$ cat config.mk
export PLATFORM = sky130hd
export DESIGN_NAME = mac_seq_ctrl_flat
export DESIGN_NICKNAME = d
export VERILOG_FILES = /design/src/rtl/mac_seq_ctrl_if.sv /design/src/rtl/mac_seq_ctrl.sv /design/src/flat_wrapper.sv
export SDC_FILE = /design/constraint.sdc
export NUM_CORES = 1
export LEC_CHECK = 0
export CAP_MARGIN = 20
export CORE_ASPECT_RATIO = 1.25
export CORE_MARGIN = 3
export CORE_UTILIZATION = 31
export CTS_CLUSTER_DIAMETER = 200
export DETAILED_ROUTE_END_ITERATION = 8
export GPL_TIMING_DRIVEN = 1
export PLACE_DENSITY = 0.78
export SYNTH_ARGS = -nofsm -noshare
export SYNTH_HDL_FRONTEND = slang
export SYNTH_SLANG_ARGS = --single-unit
$ cat constraint.sdc
create_clock -name clk -period 1.5 [get_ports clk]
set_input_delay 0.3 -clock clk [delete_from_list [all_inputs] [get_ports clk]]
set_output_delay 0.3 -clock clk [all_outputs]
set_load 0.03 [all_outputs]
$ cat src/rtl/mac_seq_ctrl_if.sv
// mac_seq_ctrl_if: bundle of every non-clock signal of mac_seq_ctrl.
//
// Handshakes (valid/ready): a transfer happens on a rising clk edge where
// both valid and ready are high. The producer holds valid and its payload
// stable until that transfer, and ready never depends combinationally on valid.
// Channels: job request (start + cfg_*, taken only while idle), operand
// pairs (op_valid/op_ready + op_a/op_b), result (res_valid/res_ready +
// res_data/res_error).
//
// Groups:
//   job      : start, cfg_mode, cfg_len[LEN_W], cfg_bias[16], busy
//   operands : op_valid, op_ready, op_a[16], op_b[16]
//   mac port : mac_a/mac_b/mac_c[16], mac_mode out; mac_out[16], mac_error in
//   result   : res_valid, res_ready, res_data[16], res_error
//   debug    : state_dbg[2] (controller FSM state)
// Modports: slave = the controller, master = its environment.
interface mac_seq_ctrl_if #(
    parameter int LEN_W = 8
);
    logic             start;
    logic             cfg_mode;
    logic [LEN_W-1:0] cfg_len;
    logic [15:0]      cfg_bias;
    logic             busy;

    logic             op_valid;
    logic             op_ready;
    logic [15:0]      op_a;
    logic [15:0]      op_b;

    logic [15:0]      mac_a;
    logic [15:0]      mac_b;
    logic [15:0]      mac_c;
    logic             mac_mode;
    logic [15:0]      mac_out;
    logic             mac_error;

    logic             res_valid;
    logic             res_ready;
    logic [15:0]      res_data;
    logic             res_error;

    logic [1:0]       state_dbg;

    modport slave (
        input  start, cfg_mode, cfg_len, cfg_bias,
        input  op_valid, op_a, op_b,
        input  mac_out, mac_error,
        input  res_ready,
        output busy, op_ready,
        output mac_a, mac_b, mac_c, mac_mode,
        output res_valid, res_data, res_error,
        output state_dbg
    );

    modport master (
        output start, cfg_mode, cfg_len, cfg_bias,
        output op_valid, op_a, op_b,
        output mac_out, mac_error,
        output res_ready,
        input  busy, op_ready,
        input  mac_a, mac_b, mac_c, mac_mode,
        input  res_valid, res_data, res_error,
        input  state_dbg
    );
endinterface

$ cat src/rtl/mac_seq_ctrl.sv
// mac_seq_ctrl: sequences one dot-product job through an external
// combinational MAC (mac_out = mac_a*mac_b + mac_c). The accumulator is fed
// back into mac_c; each accepted operand pair replaces it with mac_out.
// The MAC error flag is collected into a sticky per-job error.
//
// Ports:
//   clk   : clock
//   rst_n : synchronous active-low reset (abandons any job, no result)
//   bus   : mac_seq_ctrl_if.slave (job, operand, MAC, result, debug groups)
//
// Build option: define MAC_SEQ_ERR_STOP_EN to end a job at the first beat
// whose MAC result flags an error (remaining operands are left unconsumed).
// Without it, every job consumes exactly cfg_len pairs.
module mac_seq_ctrl #(
    parameter int LEN_W = 8
) (
    input  logic         clk,
    input  logic         rst_n,
    mac_seq_ctrl_if.slave bus
);
    typedef enum logic [1:0] {
        ST_IDLE = 2'd0,
        ST_RUN  = 2'd1,
        ST_DONE = 2'd2
    } state_t;

    state_t           state_q, state_d;
    logic [15:0]      acc_q, acc_d;
    logic [LEN_W-1:0] cnt_q, cnt_d;
    logic             mode_q, mode_d;
    logic             err_q, err_d;

    // Handshake flags are registered copies of the next-state decode, so
    // they depend only on flops and never on op_valid/res_ready directly.
    logic             busy_q, busy_d;
    logic             op_ready_q, op_ready_d;
    logic             res_valid_q, res_valid_d;

    logic             beat;
    logic             last_beat;

    assign beat = bus.op_valid & op_ready_q;

`ifdef MAC_SEQ_ERR_STOP_EN
    assign last_beat = beat & ((cnt_q == LEN_W'(1)) | bus.mac_error);
`else
    assign last_beat = beat & (cnt_q == LEN_W'(1));
`endif

    always_comb begin
        state_d = state_q;
        acc_d   = acc_q;
        cnt_d   = cnt_q;
        mode_d  = mode_q;
        err_d   = err_q;

        case (state_q)
            ST_IDLE: begin
                if (bus.start) begin
                    acc_d   = bus.cfg_bias;
                    cnt_d   = bus.cfg_len;
                    mode_d  = bus.cfg_mode;
                    err_d   = 1'b0;
                    // A zero-length job returns the bias straight away.
                    state_d = (bus.cfg_len != '0) ? ST_RUN : ST_DONE;
                end
            end
            ST_RUN: begin
                if (beat) begin
                    acc_d = bus.mac_out;
                    err_d = err_q | bus.mac_error;
                    cnt_d = cnt_q - LEN_W'(1);
                    if (last_beat) begin
                        state_d = ST_DONE;
                    end
                end
            end
            ST_DONE: begin
                // acc/err stay put after the handshake until the next start.
                if (bus.res_ready) begin
                    state_d = ST_IDLE;
                end
            end
            default: begin
                state_d = ST_IDLE;
            end
        endcase

        busy_d      = (state_d == ST_RUN) || (state_d == ST_DONE);
        op_ready_d  = (state_d == ST_RUN);
        res_valid_d = (state_d == ST_DONE);
    end

    always_ff @(posedge clk) begin
        if (!rst_n) begin
            state_q     <= ST_IDLE;
            acc_q       <= '0;
            cnt_q       <= '0;
            mode_q      <= 1'b0;
            err_q       <= 1'b0;
            busy_q      <= 1'b0;
            op_ready_q  <= 1'b0;
            res_valid_q <= 1'b0;
        end else begin
            state_q     <= state_d;
            acc_q       <= acc_d;
            cnt_q       <= cnt_d;
            mode_q      <= mode_d;
            err_q       <= err_d;
            busy_q      <= busy_d;
            op_ready_q  <= op_ready_d;
            res_valid_q <= res_valid_d;
        end
    end

    // Outside RUN the multiplier inputs are forced to zero so the MAC just
    // passes the accumulator through (0*0 + acc).
    assign bus.mac_a     = op_ready_q ? bus.op_a : 16'd0;
    assign bus.mac_b     = op_ready_q ? bus.op_b : 16'd0;
    assign bus.mac_c     = acc_q;
    assign bus.mac_mode  = mode_q;

    assign bus.busy      = busy_q;
    assign bus.op_ready  = op_ready_q;
    assign bus.res_valid = res_valid_q;
    assign bus.res_data  = res_valid_q ? acc_q : 16'd0;
    assign bus.res_error = res_valid_q & err_q;

    assign bus.state_dbg = state_q;
endmodule

$ cat src/flat_wrapper.sv
// flat-port wrapper written by rule: the top's interface ports become plain ports
module mac_seq_ctrl_flat 
#(
    parameter int LEN_W = 8
)
  (clk, rst_n, bus_start, bus_cfg_mode, bus_cfg_len, bus_cfg_bias, bus_op_valid, bus_op_a, bus_op_b, bus_mac_out, bus_mac_error, bus_res_ready, bus_busy, bus_op_ready, bus_mac_a, bus_mac_b, bus_mac_c, bus_mac_mode, bus_res_valid, bus_res_data, bus_res_error, bus_state_dbg);
  mac_seq_ctrl_if #(.LEN_W(LEN_W)) bus_i ();
  input  logic clk;
  input  logic rst_n;
  input wire logic [$bits(bus_i.start)-1:0] bus_start;
  input wire logic [$bits(bus_i.cfg_mode)-1:0] bus_cfg_mode;
  input wire logic [$bits(bus_i.cfg_len)-1:0] bus_cfg_len;
  input wire logic [$bits(bus_i.cfg_bias)-1:0] bus_cfg_bias;
  input wire logic [$bits(bus_i.op_valid)-1:0] bus_op_valid;
  input wire logic [$bits(bus_i.op_a)-1:0] bus_op_a;
  input wire logic [$bits(bus_i.op_b)-1:0] bus_op_b;
  input wire logic [$bits(bus_i.mac_out)-1:0] bus_mac_out;
  input wire logic [$bits(bus_i.mac_error)-1:0] bus_mac_error;
  input wire logic [$bits(bus_i.res_ready)-1:0] bus_res_ready;
  output wire logic [$bits(bus_i.busy)-1:0] bus_busy;
  output wire logic [$bits(bus_i.op_ready)-1:0] bus_op_ready;
  output wire logic [$bits(bus_i.mac_a)-1:0] bus_mac_a;
  output wire logic [$bits(bus_i.mac_b)-1:0] bus_mac_b;
  output wire logic [$bits(bus_i.mac_c)-1:0] bus_mac_c;
  output wire logic [$bits(bus_i.mac_mode)-1:0] bus_mac_mode;
  output wire logic [$bits(bus_i.res_valid)-1:0] bus_res_valid;
  output wire logic [$bits(bus_i.res_data)-1:0] bus_res_data;
  output wire logic [$bits(bus_i.res_error)-1:0] bus_res_error;
  output wire logic [$bits(bus_i.state_dbg)-1:0] bus_state_dbg;
  assign bus_i.start = bus_start;
  assign bus_i.cfg_mode = bus_cfg_mode;
  assign bus_i.cfg_len = bus_cfg_len;
  assign bus_i.cfg_bias = bus_cfg_bias;
  assign bus_i.op_valid = bus_op_valid;
  assign bus_i.op_a = bus_op_a;
  assign bus_i.op_b = bus_op_b;
  assign bus_i.mac_out = bus_mac_out;
  assign bus_i.mac_error = bus_mac_error;
  assign bus_i.res_ready = bus_res_ready;
  assign bus_busy = bus_i.busy;
  assign bus_op_ready = bus_i.op_ready;
  assign bus_mac_a = bus_i.mac_a;
  assign bus_mac_b = bus_i.mac_b;
  assign bus_mac_c = bus_i.mac_c;
  assign bus_mac_mode = bus_i.mac_mode;
  assign bus_res_valid = bus_i.res_valid;
  assign bus_res_data = bus_i.res_data;
  assign bus_res_error = bus_i.res_error;
  assign bus_state_dbg = bus_i.state_dbg;
  mac_seq_ctrl #(.LEN_W(LEN_W)) u_core (.clk(clk), .rst_n(rst_n), .bus(bus_i));
endmodule
Word level (Yosys, flattened, before mapping)
Index checks and enable logic that the tools add are counted.
Widths: inputs -> output; s select.
- register bits: 31
- input bits: 79
- word-level logic and storage cells: 44
- add/subtract/negate cells: 1
- eq/ne operators: 7
- multiplexer cells: 18
- bitwise gates (word level): 4
- reductions and logical operators: 6
- operators with widths (cell ; count):
    $mux 16 ; 5
    $pmux 16 s2 ; 1
    $mux 8 ; 2
    $pmux 8 s2 ; 1
    $mux 2 ; 5
    $eq 8x1->1 const B ; 1
    $reduce_bool 8->1 ; 1
    $sub 8x1->8 const B ; 1
    $pmux 2 s3 ; 1
    $eq 2x1->1 const B ; 2
    $eq 2x2->1 const B ; 2
    $and 1x1->1 ; 3
    $reduce_and 3->1 ; 1
    $logic_not 2->1 ; 1
    $mux 1 ; 2
    $ne 2x1->1 const B ; 1
    $ne 2x2->1 const B ; 1
    $pmux 1 s2 ; 1
    $reduce_and 2->1 ; 1
    $reduce_bool 2->1 ; 1
    $logic_or 1x1->1 ; 1
    $or 1x1->1 ; 1

Longest topological paths before layout
- depth in word-level cells: 7
- gate-level depth with buffers: 7
- depth with buffers taken out: 7

Least setup slack after synthesis
OpenSTA, ideal clock, no wires.
- path type: flip-flop to flip-flop
- start point: register u_core.op_ready_q (netlist: u_core.bus.op_ready)
- end point: register u_core.op_ready_q (netlist: u_core.bus.op_ready)
- library setup time: 0.115 ns
- data arrival time: 1.536 ns
- required time: 1.385 ns
- path slack: -0.151 ns
- cell stages (with the launch flop): 7
- path buffers: 0
- period minus slack after synthesis: 1.651 ns
- cell sequence: dfxtp_1 and4bb_2 a41oi_1 o21ai_0 inv_1 ha_1 and2_1
- word-level cells in the longest chain between the ends: 6
- ends and longest elaborated chain (element ; line ; text):
    start, declared ; mac_seq_ctrl.sv:36 ; logic op_ready_q, op_ready_d;
    start signal, assigned ; mac_seq_ctrl.sv:111 ; op_ready_q <= op_ready_d;
    $and 1x1->1 (*) ; mac_seq_ctrl.sv:42 ; assign beat = bus.op_valid & op_ready_q;
    $and 1x1->1 ; mac_seq_ctrl.sv:47 ; assign last_beat = beat & (cnt_q == LEN_W'(1));
    $mux 2 ; mac_seq_ctrl.sv:73 ; if (last_beat) begin
    $mux 2 (*) ; mac_seq_ctrl.sv:69 ; if (beat) begin
    $pmux 2 s3 (*) ; mac_seq_ctrl.sv:57 ; case (state_q)
    net u_core.state_d[0] ; mac_seq_ctrl.sv:27 ; state_t state_q, state_d;
    $eq 2x1->1 (*) ; mac_seq_ctrl.sv:90 ; op_ready_d = (state_d == ST_RUN);
    net u_core.op_ready_d ; mac_seq_ctrl.sv:36 ;
Mark *: on every way through the listed nets, which the timed path passes. The rest lies on a longest branch.
A chain may end at the register's enable or synchronous reset.

Worst setup path in the final report
- start point: input bus_cfg_len[3]
- end point: register u_core.res_valid_q (netlist: u_core.bus.res_valid)
- word-level cells in the longest chain between the ends: 5
- ends and longest elaborated chain (element ; line ; text):
    start, declared ; flat_wrapper.sv:12 ; input wire logic [$bits(bus_i.cfg_len)-1:0] bus_cfg_len;
    $reduce_bool 8->1 ; mac_seq_ctrl.sv:65 ; state_d = (bus.cfg_len != '0) ? ST_RUN : ST_DONE;
    $mux 2 ; mac_seq_ctrl.sv:65 ;
    $mux 2 ; mac_seq_ctrl.sv:59 ; if (bus.start) begin
    $pmux 2 s3 ; mac_seq_ctrl.sv:57 ;
    $eq 2x2->1 ; mac_seq_ctrl.sv:91 ; res_valid_d = (state_d == ST_DONE);
    net u_core.res_valid_d ; mac_seq_ctrl.sv:37 ; logic res_valid_q, res_valid_d;
    end signal, assigned ; mac_seq_ctrl.sv:112 ; res_valid_q <= res_valid_d;
    end, declared ; mac_seq_ctrl.sv:37 ;
The timed path passes the listed nets, and every way through them passes these cells.

==> results.cfg <==
[logic_synthesis]
yosys_warnings = 0
netlist.top_cell.by_area = dfxtp_1
share_of_the_synthesized_area_in_the_top_cell_type_pct = 31.6
part_of_the_yosys_area_used_for_sequential_elements_pct = 31.6
synth.area.top_cells = dfxtp_1 (32%), and2_1 (17%), a311oi_2 (8.4%), nand2_1 (7.5%), nor2_1 (5.0%)
synthesis.nets = 329
synth_cell_types = 41
mappedNetlistArea_um2 = 1960
synth_seq_cells = 31
synthesis.instances = 246
synth.avg_cell_area_um2 = 7.99

[pwr]
switchingPower_mw = 0.902
cellPowerDensity_nw_per_um2 = 732
ir_worst_vdd_mv = 0.386
clock_power_share_pct = 26.1
p_leak_nw = 1.70
power_report.internal_total_mw = 1.85
power_frac_comb_pct = 39.4
power.share.sequential_pct = 34.5
post-layout-total-power_mw = 2.75
power_switching_share_pct = 32.7

[floorplanning]
pin_count = 150
die_h_um = 95
floorplan.die.width_um = 77.2
core_um2 = 5970
design.die.area_um2 = 7330
initial_core_util_pct = 32.9
placement_rows = 31

[critical_path]
crit_chain = clkdlybuf4s50_1 > nor4_4 > a21boi_0 > o21ai_2 > buf_4 > ha_1 > and2_1
crit_path_max_fanout = 2
worst-endpoint-required_ps = 1670
worst_r2r_path_depth = 6
worst_r2r_endpoint = u_core.bus.res_valid$_SDFF_PN0_
reg2reg_from = u_core.cnt_q[2]$_SDFFE_PN0P_
worstSetupPathType = primary input to register
crit_path_end_kind = register
crit_buf_inv = 2
cp_top_family = buffers and inverters
rrSetupSlack_ps = 10
timing.critical_path.slowest_stage_cell = clkdlybuf4s50_1
timing.critical_path.arrival_ps = 1710
timing.critical_path.depth = 7
startpoint_type = primary input
critical_path.endpoint = u_core.bus.res_valid$_SDFF_PN0_
timing.critical_path.slowest_cell_delay_ps = 520
worstSetupStartpoint = bus_cfg_len[3]

[final_layout]
diode_count = 0
final_layout_size_suffix_gt1_share_pct = 28.7
instances_no_fill = 497
design.final.nets = 497
p_r_area_growth_vs_syn_pct = 91.5

[min_path]
worst_hold_path_type = register to register
min_from = u_core.bus.mac_mode$_SDFFE_PN0P_

[sta]
setup_slack_of_the_critical_path_after_layout_ps = -39.1
worst_clock_skew_on_the_final_layout_ps = 9.93
grt_setup_unrepaired = true
slew_headroom_pct = 76.9
report.final.hold_viol_count = 0
finalCriticalPeriod_ps = 1540
fmax_mhz = 650
slew_viol_final = 0
tightestPinTransition_ps = 346
period_share_pct = 103
setup-violations-final = 2

[global_route]
grt_pass1_vias = 2230
grt_antenna_before_repair = 0
grt_first_pass_wirelength_um = 11500
gr-total-overflow = 0
largest_net_degree_at_the_start_of_global_routing = 34
global_route.usage.total_pct = 19.5

[placed_design]
dp_cells = 487
gp_congestion = 0.831
pre_cts_ws_ps = -666
io_buffers = 149
dp.final_hpwl_um = 5660

[route]
drt-total-wl_um = 7280
drtPass1Iterations = 4
drt_drc_violations_left = 0
post_drt_via_cell_ratio = 4.66
detailedRoute.firstIterationViolations = 67
routed-via-count = 2315
final_antenna_net_count = 0
wl_cell_um = 14.6

[status]
failed_checks = setup timing
run_status = complete, but fails checks

[clock_network]
holdBufCountCts = 0
clock_transition_at_the_registers_of_the_reported_paths_ps = 60
htree_levels = 2
cts_tree = built
cts-buffers-inserted = 5
clock_tree.root_cell = clkbuf_8
insertion_delay_ps = 280
clock_net_sink_count = 31
cts.path.max_buffers = 2

[run]
maxCapViolations = 0
layout make-up:
type                            count  area [um2]
Tap cell                           82         103
Fill cell                         560        2210
Timing Repair Buffer              178        1620
Inverter                            6        22.5
Clock buffer                        8         100
Sequential cell                    31         633
Multi-Input combinational cell    192        1280
layer usage:
| metal | routed length, um | up-vias | GRT usage, % |
|---|---|---|---|
| met5 | 0 | - | 0 |
| met2 | 3840 | 77 | 34.8 |
| li1 | - | 1173 | - |
| met1 | 2940 | 1055 | 23.6 |
| met4 | 122 | 0 | 5.79 |
| met3 | 378 | 10 | 3.91 |
logic make-up after synthesis:
| group | after synthesis | share of synthesized area, % |
|---|---|---|
| and+or+nand+nor | 139 | 36.9 |
| AOI/OAI and AO/OA | 47 | 21.4 |
| buffers and inverters | 23 | 6.50 |
| muxes | 2 | 1.02 |
| adders and majority gates | 4 | 2.55 |
| DFF | 31 | 31.6 |
synth_stat cells:
cell type and count:
nor3_1 4, and4bb_2 1, nand3_1 2, a311oi_1 5, o21ai_0 7, buf_2 3
nor2b_1 4, o31a_1 1, a211oi_1 2, clkbuf_1 6, nor2_1 26, buf_6 3
nand2b_4 1, a41oi_1 2, or3_1 1, buf_4 4, a21oi_1 7, a32oi_1 1
nand2b_1 1, o31ai_1 1, ha_1 4, mux2i_1 2, nand4_1 1, a21o_1 2
a21boi_0 2, a21oi_4 1, and4_1 1, o211ai_1 2, buf_1 1, inv_1 6
nand2_1 39, dfxtp_1 31, o211a_1 1, and2_0 1, nor4_2 1, a311oi_2 11
and2_1 52, nand3_2 1, and3_1 1, o22ai_1 2, nor4_1 2
power groups by stage:
| stage | sequential (mW) | combinational, mW | clock [mW] |
|---|---|---|---|
| 5_1_grt | 0.960 | 1.16 | 0.773 |
| 3_3_place_gp | 0.961 | 1.08 | 0 |
| 4_1_cts | 0.945 | 1.07 | 0.747 |
| 6_report | 0.950 | 1.08 | 0.720 |
| 3_5_place_dp | 0.964 | 1.09 | 0 |
| 2_1_floorplan | 1.06 | 0.456 | 0 |
sequential cells by signal, summed over array words and instances, names as in the netlist:
signal	cells
u_core.bus.mac_c	16
u_core.cnt_q	8
u_core.bus.state_dbg	2
u_core.bus.busy	1
u_core.bus.mac_mode	1
u_core.bus.op_ready	1
u_core.bus.res_valid	1
u_core.err_q	1
what timing repair did:
| action | CTS | global route |
|---|---|---|
| endpoints found under the setup margin | 51 | 46 |
| buffers inserted | 2 | 0 |
| cloned | 0 | 0 |
| resized for setup | 35 | 20 |
| pin swaps | 3 | 7 |
worst register-to-register path, cell delays in order, from the launching register on:
cell	delay [ps]
dfxtp_1	330
and4bb_2	260
a41oi_2	220
o21ai_2	90
buf_4	140
ha_1	190
and2_1	150
worst min-delay path by stage:
| stage | to | cells after the start |
|---|---|---|
| finish | u_core.bus.mac_mode$_SDFFE_PN0P_ | 2 |
| detailed placement | u_core.bus.mac_mode$_SDFFE_PN0P_ | 2 |
| global placement | u_core.bus.mac_mode$_SDFFE_PN0P_ | 2 |
| global route | u_core.bus.mac_mode$_SDFFE_PN0P_ | 2 |
| floorplan | u_core.bus.mac_mode$_SDFFE_PN0P_ | 2 |
| CTS | u_core.bus.mac_mode$_SDFFE_PN0P_ | 2 |
stage by stage:
stage                     utilization, %  area [um2]  setup TNS (ps)  hold WS (ps)
after floorplan                        -        1970          -0.229           447
after global placement              60.0        3580           -8200           474
after detailed placement            60.0        3580           -9210           485
after CTS                           61.8        3690           -63.5           495
after global routing                63.0        3760            -178           516
final                               63.0        3760           -54.6           493
placed cells by master, fill, tap and decap left out, types with 3 or more instances in the layout:
| cell type | count |
|---|---|
| and2_1 | 52 |
| a21oi_1 | 7 |
| clkdlybuf4s50_1 | 69 |
| a311oi_1 | 5 |
| ha_1 | 4 |
| a311oi_2 | 11 |
| clkdlybuf4s15_1 | 3 |
| dfxtp_1 | 25 |
| nor2_1 | 26 |
| nand2_1 | 39 |
| o21ai_0 | 5 |
| clkbuf_8 | 7 |
| nor3_1 | 4 |
| buf_4 | 74 |
| dlygate4sd2_1 | 25 |
| dfxtp_2 | 4 |
| buf_12 | 5 |
| inv_1 | 6 |
Power figures use the tool's default switching activity.
